<file path="config.mk">
export PLATFORM = sky130hd
export DESIGN_NAME = regfile_wb_arbiter_flat
export DESIGN_NICKNAME = d
export VERILOG_FILES = /design/src/rtl/regfile_wb_arbiter_if.sv /design/src/rtl/regfile_wb_arbiter.sv /design/src/flat_wrapper.sv
export SDC_FILE = /design/constraint.sdc
export NUM_CORES = 1
export LEC_CHECK = 0
export ABC_AREA = 1
export CORE_UTILIZATION = 30
export DETAILED_ROUTE_END_ITERATION = 8
export SYNTH_ARGS = -nofsm -noshare
export SYNTH_HDL_FRONTEND = slang
export SYNTH_SLANG_ARGS = --single-unit
</file>
<file path="constraint.sdc">
create_clock -name clk -period 2.87 [get_ports clk]
set_clock_uncertainty 0.1 [all_clocks]
set_input_delay 0.574 -clock clk [delete_from_list [all_inputs] [get_ports clk]]
set_output_delay 0.574 -clock clk [all_outputs]
set_load 0.02 [all_outputs]
</file>
<file path="src/rtl/regfile_wb_arbiter_if.sv">
// -----------------------------------------------------------------------------
// regfile_wb_arbiter_if
//   Bundles the write-back arbiter's bus signals. Signal names are written
//   from the arbiter's point of view (i_ = into the arbiter, o_ = out of it).
//
//   Load handshake: a load result transfers on a rising clk edge where
//   i_ld_valid and o_ld_ready are both high. o_ld_ready depends only on
//   registered state and reset, never on i_ld_valid or i_alu_valid. Once
//   asserted, i_ld_valid is held with stable addr/data until the transfer.
//
//   Ports (signals):
//     i_alu_valid/i_alu_addr/i_alu_data : single-cycle ALU result
//     i_ld_valid/o_ld_ready/i_ld_addr/i_ld_data : load result handshake
//     o_wr_en/o_wr_addr/o_wr_data : registered register-file write port
//     i_q_addr/o_q_pending : hazard query
//     o_r15_drop : one-cycle pulse when a write to r15 is discarded
//     o_fifo_count : load FIFO occupancy
//   Modports: slave = arbiter, master = core / stimulus side.
// -----------------------------------------------------------------------------
interface regfile_wb_arbiter_if #(
   parameter int DEPTH = 4,
   parameter int CW    = $clog2(DEPTH) + 1
);
   logic          i_alu_valid;
   logic [3:0]    i_alu_addr;
   logic [15:0]   i_alu_data;
   logic          i_ld_valid;
   logic          o_ld_ready;
   logic [3:0]    i_ld_addr;
   logic [15:0]   i_ld_data;
   logic          o_wr_en;
   logic [3:0]    o_wr_addr;
   logic [15:0]   o_wr_data;
   logic [3:0]    i_q_addr;
   logic          o_q_pending;
   logic          o_r15_drop;
   logic [CW-1:0] o_fifo_count;

   modport slave (
      input  i_alu_valid, i_alu_addr, i_alu_data,
      input  i_ld_valid, i_ld_addr, i_ld_data,
      output o_ld_ready,
      output o_wr_en, o_wr_addr, o_wr_data,
      input  i_q_addr,
      output o_q_pending, o_r15_drop, o_fifo_count
   );

   modport master (
      output i_alu_valid, i_alu_addr, i_alu_data,
      output i_ld_valid, i_ld_addr, i_ld_data,
      input  o_ld_ready,
      input  o_wr_en, o_wr_addr, o_wr_data,
      output i_q_addr,
      input  o_q_pending, o_r15_drop, o_fifo_count
   );
endinterface

</file>
<file path="src/rtl/regfile_wb_arbiter.sv">
// -----------------------------------------------------------------------------
// regfile_wb_arbiter
//   Merges ALU results and load results onto the single register-file write
//   port. ALU results always win and are never stalled; load results wait in
//   an in-order FIFO and drain on cycles where the ALU does not write.
//   Register 15 is the PC alias: writes to it are discarded and reported on
//   o_r15_drop. o_q_pending tells the core whether a write to a register is
//   still queued or currently on the write port.
//
//   Ports:
//     clk   : system clock
//     reset : synchronous, active-high; flushes queued loads
//     bus   : regfile_wb_arbiter_if.slave (see interface header)
// -----------------------------------------------------------------------------
module regfile_wb_arbiter #(
   parameter int DEPTH = 4,
   parameter int CW    = $clog2(DEPTH) + 1
) (
   input logic                  clk,
   input logic                  reset,
   regfile_wb_arbiter_if.slave  bus
);

   localparam int AW = $clog2(DEPTH);
   localparam logic [3:0] PC_ADDR = 4'd15;

   // FIFO storage and bookkeeping
   logic [3:0]    r_fifo_addr [DEPTH];
   logic [15:0]   r_fifo_data [DEPTH];
   logic [AW-1:0] r_wr_ptr;
   logic [AW-1:0] r_rd_ptr;
   logic [CW-1:0] r_count;

   // Write port and drop pulse
   logic          r_wr_en;
   logic [3:0]    r_wr_addr;
   logic [15:0]   r_wr_data;
   logic          r_r15_drop;

   logic          w_ld_ready;
   logic          w_ld_fire;
   logic          w_push;
   logic          w_ld_drop;
   logic          w_alu_wr;
   logic          w_alu_drop;
   logic          w_pop;
   logic [AW-1:0] w_off [DEPTH];
   logic          w_fifo_hit;
   logic          w_port_hit;

   // Ready comes only from the occupancy register, so a same-cycle pop never
   // makes room for a push when full.
   assign w_ld_ready = !reset && (r_count != CW'(DEPTH));
   assign w_ld_fire  = bus.i_ld_valid && w_ld_ready;
   assign w_push     = w_ld_fire && (bus.i_ld_addr != PC_ADDR);
   assign w_ld_drop  = w_ld_fire && (bus.i_ld_addr == PC_ADDR);

   assign w_alu_wr   = bus.i_alu_valid && (bus.i_alu_addr != PC_ADDR);
   assign w_alu_drop = bus.i_alu_valid && (bus.i_alu_addr == PC_ADDR);

   // A dropped ALU write leaves the port free, so the FIFO may drain then.
   assign w_pop      = !w_alu_wr && (r_count != '0);

   // An entry is live when its distance from the read pointer is below the
   // occupancy; stale slots beyond that must not raise a hazard.
   always_comb begin
      w_fifo_hit = 1'b0;
      for (int i = 0; i < DEPTH; i++) begin
         w_off[i] = AW'(i) - r_rd_ptr;
         if ((CW'(w_off[i]) < r_count) && (r_fifo_addr[i] == bus.i_q_addr)) begin
            w_fifo_hit = 1'b1;
         end
      end
   end

   assign w_port_hit = r_wr_en && (r_wr_addr == bus.i_q_addr);

   // Storage needs no reset: occupancy decides which slots are meaningful.
   always_ff @(posedge clk) begin
      if (w_push) begin
         r_fifo_addr[r_wr_ptr] <= bus.i_ld_addr;
         r_fifo_data[r_wr_ptr] <= bus.i_ld_data;
      end
   end

   always_ff @(posedge clk) begin
      if (reset) begin
         r_wr_ptr   <= '0;
         r_rd_ptr   <= '0;
         r_count    <= '0;
         r_wr_en    <= 1'b0;
         r_wr_addr  <= '0;
         r_wr_data  <= '0;
         r_r15_drop <= 1'b0;
      end else begin
         if (w_push) begin
            r_wr_ptr <= r_wr_ptr + AW'(1);
         end
         if (w_pop) begin
            r_rd_ptr <= r_rd_ptr + AW'(1);
         end
         case ({w_push, w_pop})
            2'b10:   r_count <= r_count + CW'(1);
            2'b01:   r_count <= r_count - CW'(1);
            default: r_count <= r_count;
         endcase

         // Both drop sources can fire together; they merge into one pulse.
         r_r15_drop <= w_alu_drop || w_ld_drop;

         if (w_alu_wr) begin
            r_wr_en   <= 1'b1;
            r_wr_addr <= bus.i_alu_addr;
            r_wr_data <= bus.i_alu_data;
         end else if (w_pop) begin
            r_wr_en   <= 1'b1;
            r_wr_addr <= r_fifo_addr[r_rd_ptr];
            r_wr_data <= r_fifo_data[r_rd_ptr];
         end else begin
            // Address/data hold their last values while idle.
            r_wr_en   <= 1'b0;
         end
      end
   end

   assign bus.o_ld_ready   = w_ld_ready;
   assign bus.o_wr_en      = r_wr_en;
   assign bus.o_wr_addr    = r_wr_addr;
   assign bus.o_wr_data    = r_wr_data;
   assign bus.o_r15_drop   = r_r15_drop;
   assign bus.o_fifo_count = r_count;
   // r15 is never queued nor written, but the query is forced low regardless.
   assign bus.o_q_pending  = (bus.i_q_addr != PC_ADDR) && (w_fifo_hit || w_port_hit);

endmodule

</file>
<file path="src/flat_wrapper.sv">
// flat-port wrapper written by rule: the top's interface ports become plain ports
module regfile_wb_arbiter_flat 
#(
   parameter int DEPTH = 4,
   parameter int CW    = $clog2(DEPTH) + 1
)
  (clk, reset, bus_i_alu_valid, bus_i_alu_addr, bus_i_alu_data, bus_i_ld_valid, bus_i_ld_addr, bus_i_ld_data, bus_o_ld_ready, bus_o_wr_en, bus_o_wr_addr, bus_o_wr_data, bus_i_q_addr, bus_o_q_pending, bus_o_r15_drop, bus_o_fifo_count);
  regfile_wb_arbiter_if #(.DEPTH(DEPTH), .CW(CW)) bus_i ();
  input logic clk;
  input logic reset;
  input wire logic [$bits(bus_i.i_alu_valid)-1:0] bus_i_alu_valid;
  input wire logic [$bits(bus_i.i_alu_addr)-1:0] bus_i_alu_addr;
  input wire logic [$bits(bus_i.i_alu_data)-1:0] bus_i_alu_data;
  input wire logic [$bits(bus_i.i_ld_valid)-1:0] bus_i_ld_valid;
  input wire logic [$bits(bus_i.i_ld_addr)-1:0] bus_i_ld_addr;
  input wire logic [$bits(bus_i.i_ld_data)-1:0] bus_i_ld_data;
  output wire logic [$bits(bus_i.o_ld_ready)-1:0] bus_o_ld_ready;
  output wire logic [$bits(bus_i.o_wr_en)-1:0] bus_o_wr_en;
  output wire logic [$bits(bus_i.o_wr_addr)-1:0] bus_o_wr_addr;
  output wire logic [$bits(bus_i.o_wr_data)-1:0] bus_o_wr_data;
  input wire logic [$bits(bus_i.i_q_addr)-1:0] bus_i_q_addr;
  output wire logic [$bits(bus_i.o_q_pending)-1:0] bus_o_q_pending;
  output wire logic [$bits(bus_i.o_r15_drop)-1:0] bus_o_r15_drop;
  output wire logic [$bits(bus_i.o_fifo_count)-1:0] bus_o_fifo_count;
  assign bus_i.i_alu_valid = bus_i_alu_valid;
  assign bus_i.i_alu_addr = bus_i_alu_addr;
  assign bus_i.i_alu_data = bus_i_alu_data;
  assign bus_i.i_ld_valid = bus_i_ld_valid;
  assign bus_i.i_ld_addr = bus_i_ld_addr;
  assign bus_i.i_ld_data = bus_i_ld_data;
  assign bus_o_ld_ready = bus_i.o_ld_ready;
  assign bus_o_wr_en = bus_i.o_wr_en;
  assign bus_o_wr_addr = bus_i.o_wr_addr;
  assign bus_o_wr_data = bus_i.o_wr_data;
  assign bus_i.i_q_addr = bus_i_q_addr;
  assign bus_o_q_pending = bus_i.o_q_pending;
  assign bus_o_r15_drop = bus_i.o_r15_drop;
  assign bus_o_fifo_count = bus_i.o_fifo_count;
  regfile_wb_arbiter #(.DEPTH(DEPTH), .CW(CW)) u_core (.clk(clk), .reset(reset), .bus(bus_i));
endmodule
</file>
==> impl_results.md <==
* Total wire length at 12.2 mm
* Critical Path AT at 2.75 ns
* Met1 global-route usage at 0.176
* Leakage at 0.00254 uW
* Final Cell Area at 0.00646 sq mm
* Area delta synth->final at 27.9%
* Min Tclk post-route at 2.61 ns
* Predominant post-synthesis flop cell: edfxtp_1
* Critical path launch point type: primary input
* Die ar. at 0.0174 sq mm
* Clock-pin slew on the worst setup and hold paths at 0.07 ns
* IR drop worst, VDD at 0.450 mV
* Pwr dens at 831 mW/mm^2
* Antenna-violating nets left at 0
* Port bufs at 74
* RR Startpoint: u_core.bus.o_fifo_count[0]
* RSZ-0062 raised after global routing: false
* Final setup margin at 0.256 ns
* Filler instances at 1,610
* Reg2reg path depth at 8
* Area of the core at 0.0165 sq mm
* Detailed-route DRC error count at 0
* All-Layer GR Usage at 0.147
* CTS tree: built
* Hold_buf cts at 0
* GP Congestion at 0.870
* Chip Width at 132 um
* Hold Startpoint: u_core.r_rd_ptr[1]
* # clock sinks at 111
* Post-Synthesis Cells at 536
* Buffer depth of the longest clock path at 2
* Status: completed
* I/O pins at 75
* Element type at the critical path end: flop
* Synthesis-stage register bit count at 111
* DR vias/cell at 4.50
* TritonCTS buffer count at 9
* Setup violators final at 0
* Ys async rst share at 0
* Dpl ws at -0.228 ns
* HP Class: flop to flop
* Placed insts at 831
* Worst-Skew Late Latency at 0.35 ns
* Area leader, netlist: edfxtp_1
* Peak Freq at 383 MHz
* Largest cells by area after synthesis: edfxtp_1 48%, dfxtp_1 12%, nand2_1 10%, inv_1 5.4%, nand3_1 5.1%
* Fin util at 0.391
* DRT Pass-1 Iters at 5
* Synth cell count leaders: 135 x nand2_1, 80 x edfxtp_1, 73 x inv_1, 51 x nand3_1, 37 x nor2_1
* Critical path type: primary input to flop
* Worst slew margin at 0.551
* Final Hold Viols at 0
* Fin cells at 848
* Hold WS at 0.421 ns
* Effective utilization at floorplan at 0.306
* Max Cap Viol at 0
* M3 GR Usage at 0.0434
* First-pass GRT wire length at 19.4 mm
* # rows at 47
* Vias at 3,820
* Top Usage Layer GRT: met2
* Clk root buf: clkbuf_16
* Multi-input logic area at 0.00165 sq mm
* Sequential cell area at 0.00303 sq mm
* WL/cell at 14.4 um
* Most common cell in the netlist: nand2_1
* Routing usage on met2 at 0.254
* Period utilization at 0.911
* Post-synth EDFFs at 80
* Placed cell areas at 0.00613 sq mm
* Ys Warns at 0
* R2R setup slack at 0.68 ns
* Worst-path fanout max at 5
* Nets at 680
* Vias in the first global route at 3,792
* Top cell type's share of synthesized area at 0.476
* H-tree depth at 3
* Post-DP HPWL at 8.30 mm
* Synthesized area at 0.00505 sq mm
* 1st-iter DRT viols at 234
* Max-slew violation count at 0
* Layout cells sized above 1 at 0.110
* Net Count, Synth at 594
* Syn Area/Cell at 9.42 sq um
* Worst Tran Pin Value at 0.672 ns
* Die Y-Extent at 132 um
* Antenna violations before repair at 1
* Synth cell types at 32
* Worst hold path depth at 2
* Worst path required time at 3.01 ns
* Total gr overflow at 0
* Hold EP: u_core.r_rd_ptr[1]
* FF-to-FF End: u_core.r_fifo_data[0][8]
* Largest net degree at the start of global routing at 44
* Sequential fraction of the synthesis area at 0.598
==> sequential cells by signal, summed over array words and instances, names as in the netlist, 2 cells and up, named ones only <==
register,flops
u_core.bus.o_fifo_count,3
u_core.r_fifo_data,64
u_core.r_fifo_addr,16
u_core.bus.o_wr_addr,4
u_core.bus.o_wr_data,16
u_core.r_wr_ptr,2
u_core.r_rd_ptr,2
==> layer usage <==
| layer | share of wire | vias to the layer above |
|---|---|---|
| met2 | 0.49 | 109 |
| met5 | 0 | - |
| li1 | - | 1913 |
| met3 | 0.071 | 14 |
| met1 | 0.43 | 1784 |
| met4 | 0.016 | 0 |
==> through the flow <==
step / TNS (ns) / total power [uW]
global route: 0 / 5730
global placement: -0.286 / 4020
CTS: 0 / 5400
floorplan: 0 / 3380
detailed placement: -0.376 / 4080
finish: 0 / 5370
==> worst max-delay path by stage <==
stage | startpoint | to | slack [ns] | cells after the start
floorplan | u_core.bus.o_fifo_count[1] | u_core.r_fifo_addr[0][0] | 0.40 | 6
global placement | bus_i_q_addr[2] | bus_o_q_pending | -0.19 | 10
detailed placement | bus_i_q_addr[2] | bus_o_q_pending | -0.23 | 10
CTS | u_core.r_rd_ptr[0] | bus_o_q_pending | 0.04 | 11
global route | u_core.r_rd_ptr[0] | bus_o_q_pending | 0.07 | 11
finish | bus_i_ld_addr[1] | u_core.bus.o_fifo_count[2] | 0.26 | 13
==> repair_timing <==
| item | in CTS | in global routing |
|---|---|---|
| pin swaps | 0 | 0 |
| endpoints found under the setup margin | 1 | 1 |
| resized for setup | 4 | 6 |
| buffers inserted | 0 | 0 |
==> layout by cell type, fill, tap and decap left out, types with 3 or more instances in the layout <==
cell             netlist  final
nor2_2                 1      5
nand3_2                4      4
o21ai_0               25     25
nand2_1              135    135
a21oi_2                4      5
dfxtp_1               31     29
o21ai_2                4      4
nand3_1               51     51
a21oi_1               30     29
inv_1                 73     73
ha_1                   9      9
xor2_1                 9      8
clkbuf_16              0      9
inv_6                  0      3
clkdlybuf4s50_1        0     72
nor2_1                37     33
edfxtp_1              80     80
o21ai_1                7      7
buf_4                  0     24
==> worst max-delay path, cell delays in order <==
cell,delay [ns]
clkdlybuf4s50_1,0.54
nand2_1,0.08
nor2_1,0.24
buf_4,0.18
nor2_2,0.04
inv_1,0.07
ha_1,0.13
inv_1,0.06
fa_1,0.37
a21oi_1,0.14
o21ai_0,0.12
o21ai_0,0.17
a21oi_1,0.05
==> power breakdown <==
part	internal, uW	switching [uW]	total [uW]
combinational	753	1260	2020
sequential	1900	157	2050
clock	715	585	1300
==> cell families (layout without fill, tap and decap cells) <==
| logic type | after synthesis | after routing | synth area share |
|---|---|---|---|
| DFF | 111 | 111 | 0.598 |
| AOI/OAI and AO/OA | 73 | 73 | 0.0795 |
| and+or+nand+nor | 235 | 235 | 0.199 |
| xor gates and xnor gates | 9 | 9 | 0.0156 |
| buffers and inverters | 98 | 189 | 0.0810 |
| other | 0 | 1 | 0 |
| adders and majority gates | 10 | 10 | 0.0263 |
==> final cells by class <==
class,count,area share
Antenna cell,1,0.000387
Clock buffer,10,0.0370
Clock inverter,6,0.0112
Inverter,75,0.0439
Multi-Input combinational cell,327,0.255
Sequential cell,111,0.468
Tap cell,220,0.0426
Timing Repair Buffer,98,0.142
No activity file was read; power rests on OpenSTA's default activity.
